File: src/rtl/lcd_sequencer.sv
// HD44780 sequencer: waits out power-up, sends the init command list, then repaints
// a 2x16 frame from an external character store, paced on the nibble sender's busy.
module lcd_sequencer #(
  parameter int PWR_CYC     = 750000,
  parameter int CMD_CYC     = 2500,
  parameter int CLR_CYC     = 100000,
  parameter int REFRESH_CYC = 5000000
) (
  input  logic       clk,
  input  logic       reset,
  input  logic       busy,
  input  logic       update,
  input  logic [7:0] char_data,
  output logic [4:0] char_addr,
  output logic [7:0] data_out,
  output logic       rs_out,
  output logic       send,
  output logic       ready
);

  localparam logic [23:0] PWR_LIM = 24'(PWR_CYC - 1);
  localparam logic [23:0] CMD_LIM = 24'(CMD_CYC - 1);
  localparam logic [23:0] CLR_LIM = 24'(CLR_CYC - 1);
  localparam logic [23:0] REF_LIM = 24'(REFRESH_CYC - 1);

  // Frame items: 0 = cmd 0x80, 1..16 = line 1 chars, 17 = cmd 0xC0, 18..33 = line 2 chars.
  localparam logic [5:0] LINE2_ITEM = 6'd17;
  localparam logic [5:0] LAST_ITEM  = 6'd33;
  localparam logic [2:0] LAST_INIT  = 3'd5;

  typedef enum logic [3:0] {
    PWR_WAIT,
    INIT,
    XFER,
    ACK,
    DONE,
    DELAY,
    FRAME,
    FETCH,
    IDLE
  } state_t;

  state_t      state, state_next;
  logic [23:0] cnt;
  logic [23:0] delay_lim;
  logic        delay_done;
  logic [2:0]  init_idx;
  logic [5:0]  item;
  logic        pending;

  function automatic logic [7:0] init_byte(input logic [2:0] idx);
    init_byte = 8'h01;
    case (idx)
      3'd0:    init_byte = 8'h33;
      3'd1:    init_byte = 8'h32;
      3'd2:    init_byte = 8'h28;
      3'd3:    init_byte = 8'h0C;
      3'd4:    init_byte = 8'h06;
      default: init_byte = 8'h01;
    endcase
  endfunction

  // data_out/rs_out still hold the byte just sent, so they select the post-transfer delay.
  assign delay_lim  = (!rs_out && data_out == 8'h01) ? CLR_LIM : CMD_LIM;
  assign delay_done = (cnt == delay_lim);
  assign send       = (state == XFER);

  always_comb begin
    // NOTE: state_next gets its default before the case so no path leaves it unassigned (no latch).
    state_next = state;
    case (state)
      PWR_WAIT: if (cnt == PWR_LIM) state_next = INIT;
      INIT:     state_next = XFER;
      XFER:     state_next = ACK;
      ACK:      if (busy) state_next = DONE;
      DONE:     if (!busy) state_next = DELAY;
      DELAY: begin
        if (delay_done) begin
          if (!ready) state_next = (init_idx == LAST_INIT) ? FRAME : INIT;
          else        state_next = (item == LAST_ITEM) ? IDLE : FRAME;
        end
      end
      FRAME:    state_next = (item == 6'd0 || item == LINE2_ITEM) ? XFER : FETCH;
      FETCH:    if (cnt == 24'd1) state_next = XFER;
      IDLE:     if (cnt == REF_LIM || pending || update) state_next = FRAME;
      default:  state_next = PWR_WAIT;
    endcase
  end

  always_ff @(posedge clk or posedge reset) begin
    if (reset) begin
      state     <= PWR_WAIT;
      cnt       <= '0;
      init_idx  <= '0;
      item      <= '0;
      pending   <= 1'b0;
      ready     <= 1'b0;
      char_addr <= '0;
      data_out  <= '0;
      rs_out    <= 1'b0;
    end else begin
      // NOTE: non-blocking assignments so every register here samples pre-edge values.
      state <= state_next;

      // One shared counter: cleared on every state change, so each wait starts from 0.
      if (state_next != state)
        cnt <= '0;
      else if (state inside {PWR_WAIT, DELAY, FETCH, IDLE})
        cnt <= cnt + 24'd1;

      if (update)
        pending <= 1'b1;
      else if (state == XFER && ready && item == 6'd0)
        pending <= 1'b0;

      case (state)
        INIT: begin
          data_out <= init_byte(init_idx);
          rs_out   <= 1'b0;
        end
        FRAME: begin
          if (item == 6'd0) begin
            data_out <= 8'h80;
            rs_out   <= 1'b0;
          end else if (item == LINE2_ITEM) begin
            data_out <= 8'hC0;
            rs_out   <= 1'b0;
          end else begin
            char_addr <= (item < LINE2_ITEM) ? 5'(item - 6'd1) : 5'(item - 6'd2);
          end
        end
        FETCH: begin
          if (cnt == 24'd1) begin
            data_out <= char_data;
            rs_out   <= 1'b1;
          end
        end
        DELAY: begin
          if (delay_done) begin
            if (!ready) begin
              if (init_idx == LAST_INIT) ready <= 1'b1;
              else                       init_idx <= init_idx + 3'd1;
            end else begin
              item <= (item == LAST_ITEM) ? 6'd0 : item + 6'd1;
            end
          end
        end
        default: ;
      endcase
    end
  end

endmodule

File: config.mk
export PLATFORM = sky130hd
export DESIGN_NAME = lcd_sequencer
export DESIGN_NICKNAME = d
export VERILOG_FILES = /design/src/rtl/lcd_sequencer.sv
export SDC_FILE = /design/constraint.sdc
export NUM_CORES = 1
export LEC_CHECK = 0
export ABC_CLOCK_PERIOD_IN_PS = 7100
export CELL_PAD_IN_SITES_DETAIL_PLACEMENT = 0
export CELL_PAD_IN_SITES_GLOBAL_PLACEMENT = 2
export CORE_MARGIN = 2
export CORE_UTILIZATION = 39
export DETAILED_ROUTE_END_ITERATION = 16
export PLACE_DENSITY_LB_ADDON = 0.05
export SKIP_CTS_REPAIR_TIMING = 1
export SLEW_MARGIN = 30
export SYNTH_ARGS = -nofsm -noshare
export SYNTH_HDL_FRONTEND = slang
export SYNTH_SLANG_ARGS = --single-unit
File: constraint.sdc
create_clock -name clk -period 7.1 [get_ports clk]
set_input_delay 1.42 -clock clk [delete_from_list [all_inputs] [get_ports clk]]
set_output_delay 1.42 -clock clk [all_outputs]
set_load 0.02 [all_outputs]
; ---- Word-level counts from Yosys, hierarchy flattened
; Cells that the tools add are included.
[totals]
reg_bits = 53
word_cells = 90
[op_classes]
n_addsub = 5
n_lt_le_gt_ge = 1
n_eq_ne = 23
n_mux = 29
bitwise_logic = 4
reduce_logical = 19
[ops]
columns = cell, n
row1 = 24-bit 2-to-1 mux, 2
row2 = 4-bit one-hot mux with 9 select lines, 1
row3 = 4-bit 2-to-1 mux, 8
row4 = 6-bit one-hot mux with 5 select lines, 1
row5 = "24-bit by 1-bit adder with 24-bit output, second input constant", 1
row6 = "24-bit by 1-bit equality test with 1-bit output, second input constant", 1
row7 = 24-bit by 17-bit equality test with 1-bit output, 1
row8 = "24-bit by 20-bit equality test with 1-bit output, second input constant", 1
row9 = "24-bit by 23-bit equality test with 1-bit output, second input constant", 1
row10 = 8-bit 2-to-1 mux, 3
row11 = 8-bit one-hot mux with 3 select lines, 1
row12 = 17-bit 2-to-1 mux, 1
row13 = "4-bit by 3-bit equality test with 1-bit output, second input constant", 4
row14 = 3-bit AND reduction, 3
row15 = "4-bit by 2-bit equality test with 1-bit output, second input constant", 2
row16 = "8-bit by 1-bit equality test with 1-bit output, second input constant", 1
row17 = 1-bit 2-to-1 mux, 7
row18 = "6-bit by 1-bit adder with 6-bit output, second input constant", 1
row19 = "3-bit by 2-bit equality test with 1-bit output, second input constant", 2
row20 = "3-bit equality test, second input constant", 2
row21 = "6-bit by 5-bit equality test with 1-bit output, second input constant", 1
row22 = "6-bit equality test, second input constant", 1
row23 = 6-bit logical NOT, 1
row24 = "6-bit by 5-bit < comparator with 1-bit output, second input constant", 1
row25 = 24 further kinds, 33

; ---- Longest topological paths before layout
[depth]
ltp_word = 8
mapped_depth = 9
mapped_depth_nobuf = 8

; ---- Worst setup path after synthesis
; OpenSTA, ideal clock, no wires.
[synth_path]
path_type = input to register
startpoint = input port busy
endpoint = register cnt[0]
t_arrival_ps = 2693
slack_ps = 4306
stages = 7
path_buffers = 1
path_cell_list = nor2_1 a211oi_1 o31ai_1 o21a_1 a211o_1 buf_2 nor4_1
[synth_between]
elab_chain_len = 4
[synth_rtl]
columns = element, line_no
row1 = start: declaration, 11  ; input logic busy,
row2 = "4-bit 2-to-1 mux, on equally long branches", "76, 75"
row3 = 4-bit one-hot mux with 9 select lines (*), 71  ; case (state)
row4 = 4-bit != test (*), 106  ; if (state_next != state)
row5 = 24-bit 2-to-1 mux / 2-bit nonzero test (equally long branches), -
row6 = end signal: assignment, 109  ; cnt <= cnt + 24'd1;
row7 = end: declaration, 44  ; logic [23:0] cnt;
; Every way passes the cells marked *; elsewhere a longest branch is shown, timed or not.
; A chain may end at the register's enable or synchronous reset.

; ---- Worst setup path in the final report
[layout_path]
startpoint = register state[0]
endpoint = output port send
[layout_between]
elab_chain_len = 1
[layout_rtl]
columns = element, line_no
row1 = start: declaration, 43  ; state_t state, state_next;
row2 = start signal: assignment, 103  ; state <= state_next;
row3 = 4-bit by 2-bit equality test with 1-bit output, 66  ; assign send = (state == XFER);
row4 = end: declaration, 17  ; output logic send,
; Every way passes these cells.

==> impl_results.md <==
* Wirelength, routed at 8370 um
* CTS tree: yes
* Final hold violation count at 0
* Number of setup violations in the final report at 0
* Floorplan core area at 8260 um^2
* Remaining max-slew budget at the tightest pin at 0.454
* Number of buffers created by CTS at 5
* Instance count of the mapped netlist at 362
* Combinational power share at 0.396
* Proportion of register bits with asynchronous set or reset after synthesis at 1.00
* Minimum clock period after layout at 3.78 ns
* Worst setup slack after placement at 3.27 ns
* Top cells by area in the synthesized netlist: sky130_fd_sc_hd__dfrtp_1 40%, sky130_fd_sc_hd__ha_1 5.2%, sky130_fd_sc_hd__nor4_1 5.1%
* Utilization after layout at 0.464
* Clock-pin slew of the registers on the worst-case setup and hold paths at 0.11 ns
* Overall via count from detail_route at 2760
* Startpoint Class: flop
* Slew at the pin with the worst max-slew slack at 0.819 ns
* Full die area at 9320 um^2
* Achievable Freq at 264 MHz
* Clock power frac at 0.221
* Inserted Diodes at 0
* Via density at 5.66
* Nets at 408
* Layout cells sized above 1 at 0.0783
* Max clock buf depth at 2
* Most common flop cell mapped by yosys: sky130_fd_sc_hd__dfrtp_1
* Most common cell in the synthesized netlist: sky130_fd_sc_hd__dfrtp_1
* Count of final max-slew check failures at 0
* Final period utilization at 0.533
* Minimum setup slack in the final design at 3.32 ns
* Total DRC errors in the routed layout at 0
* Synthesized area divided by synthesized cell count at 9.23 um^2
* ANT nets after route at 0
* Number of flip-flops and latches in the synthesized netlist at 53
* DR pass1 iterations at 4
* Net Switching at 0.411 mW
* Number of standard cells in the layout, taps in and fillers out at 488
* Floorplan die width at 96.6 um
* Overflow left after global routing at 0
* Routed wirelength normalized by instance count at 17.2 um
* Drt initial violations at 59
* Initial antenna violation count at 0
* Largest net degree at the start of global routing at 54
* Dominant cell type by area after synthesis: sky130_fd_sc_hd__dfrtp_1
* Switching part of the total power at 0.406
* Flop pwr share at 0.382
* RSZ-0062 raised after global routing: no
* Cell-internal power at 0.602 mW
* DP HPWL at 5790 um
* Inst Count DP at 479
* Area growth from synthesis to final layout at 14.6%
* Synthesized Nets at 388
* Post-synth top area share at 0.397
* Area of the mapped netlist at 3340 um^2
* Register-to-register path setup slack at 3.79 ns
* Type of the worst setup path: reg -> out
* CTS Root Buffer Type: sky130_fd_sc_hd__clkbuf_8
* Data arrival time at the worst-slack endpoint at 2.36 ns
* Post-Layout Inst Area at 3830 um^2
* Worst IR Drop VDD at 135 uV
* Total cell area at the placement stage at 3690 um^2
* Number of placement rows at 33
* Total clock sinks at 53
* Post-synthesis sequential area ratio at 0.397
* Via count of the first global-routing pass at 2753
* Global placer's final weighted congestion at 0.796
* Max FO, Critical Path at 14
* Most instantiated cells after synthesis: 53 x sky130_fd_sc_hd__dfrtp_1, 36 x sky130_fd_sc_hd__nand2_1, 27 x sky130_fd_sc_hd__nor4_1
* Post-synthesis cell type count at 57
* Type of the tightest min-delay check: reg -> reg
* Final-layout setup total negative slack at 0 ns
* Port-buffer cells at 27
* Clock latency on the worst-skew pair at 0.32 ns
* Number of max-cap violations at 0
* Result of the run: complete, no violations
* IO Count at 28
* Power Density at 264 nW/um^2
* Final Skew at 0.0150 ns
* Maximum level of the CTS H-tree at 2
* Warning count from the yosys run at 0
* First-pass GRT wire length at 14200 um
* Required time of the critical path at 5.68 ns
* Kind of end point of the critical path: primary output
* Leakage at 1.56 nW
* GRT Resource Usage Total at 0.195
* DIE HEIGHT at 96.6 um
* Starting density of the core at 0.405
* Number of enable-type register cells in the synthesized netlist at 0
-- power by group through the flow --
stage / registers [mW] / logic [mW] / clock network [mW]
final: 0.387 / 0.401 / 0.224
after global routing: 0.394 / 0.437 / 0.240
after CTS: 0.386 / 0.398 / 0.230
after detailed placement: 0.392 / 0.397 / 0
after global placement: 0.391 / 0.394 / 0
after floorplan: 0.393 / 0.269 / 0
-- cells in the final DEF (no fill, tap or decap), drive strengths merged, types with 11 or more instances in the layout --
cell type and count:
a21oi 12, clkdlybuf4s50 27, dfrtp 53, nand2 37
nor4 28, o21ai 20, ha 14, nor3 14
nor2 26, inv 16, xnor2 15, nand3 11
xor2 13
-- critical path, cell delays in order, from the launching register on --
cell and delay (ns):
sky130_fd_sc_hd__dfrtp_1 0.59, sky130_fd_sc_hd__nor4b_1 0.71, sky130_fd_sc_hd__clkdlybuf4s50_1 0.74
-- cells by family after synthesis --
logic type / count (synthesis) / share of synthesized area
AO/OA/AOI/OAI: 63 / 0.130
XOR/XNOR: 28 / 0.0734
adder cells (fa/ha/maj): 14 / 0.0524
buffers and inverters: 34 / 0.0427
flip-flops: 53 / 0.397
multiplexers: 6 / 0.0191
AND/OR/NAND/NOR: 164 / 0.285
-- cell type report --
type / count / area [um^2]
fillers: 824 / 4430
multi-input cells: 275 / 1880
flip-flops and latches: 53 / 1330
repair buffers: 31 / 308
well taps: 105 / 131
clock buffers: 6 / 82.6
inverters: 16 / 60.1
clock inverters: 2 / 37.5
-- through the flow --
| step | hold slack [ns] | total power [mW] |
|---|---|---|
| 2_1_floorplan | 0.450 | 0.662 |
| 3_3_place_gp | 0.460 | 0.784 |
| 3_5_place_dp | 0.466 | 0.789 |
| 4_1_cts | 0.492 | 1.01 |
| 5_1_grt | 0.528 | 1.07 |
| 6_report | 0.488 | 1.01 |
-- registers in the layout, indices dropped and copies added (netlist names), 3 cells and up --
signal and cells:
data_out 8, item 6, init_idx 3, state 4, char_addr 5, cnt 24
-- path summary, 6_finish.rpt --
check | from | endpoint | depth (start not counted)
max reg2reg | cnt[21] | cnt[6] | 6
max | state[0] | send | 2
max in group asynchronous | reset | state[3] | 3
min in group asynchronous | reset | char_addr[0] | 3
min reg2reg | pending | pending | 1
min | pending | pending | 1
-- metal layers --
layer  up-vias  part of all wire  GRT usage  wire [um]
met5         -                 0          0          0
met4         0             0.011     0.0469         92
met3         8             0.023     0.0295        190
met2        32              0.48      0.325       4030
met1      1349              0.49      0.267       4060
li1       1371                 -          -          -
No activity file was read; power rests on OpenSTA's default activity.
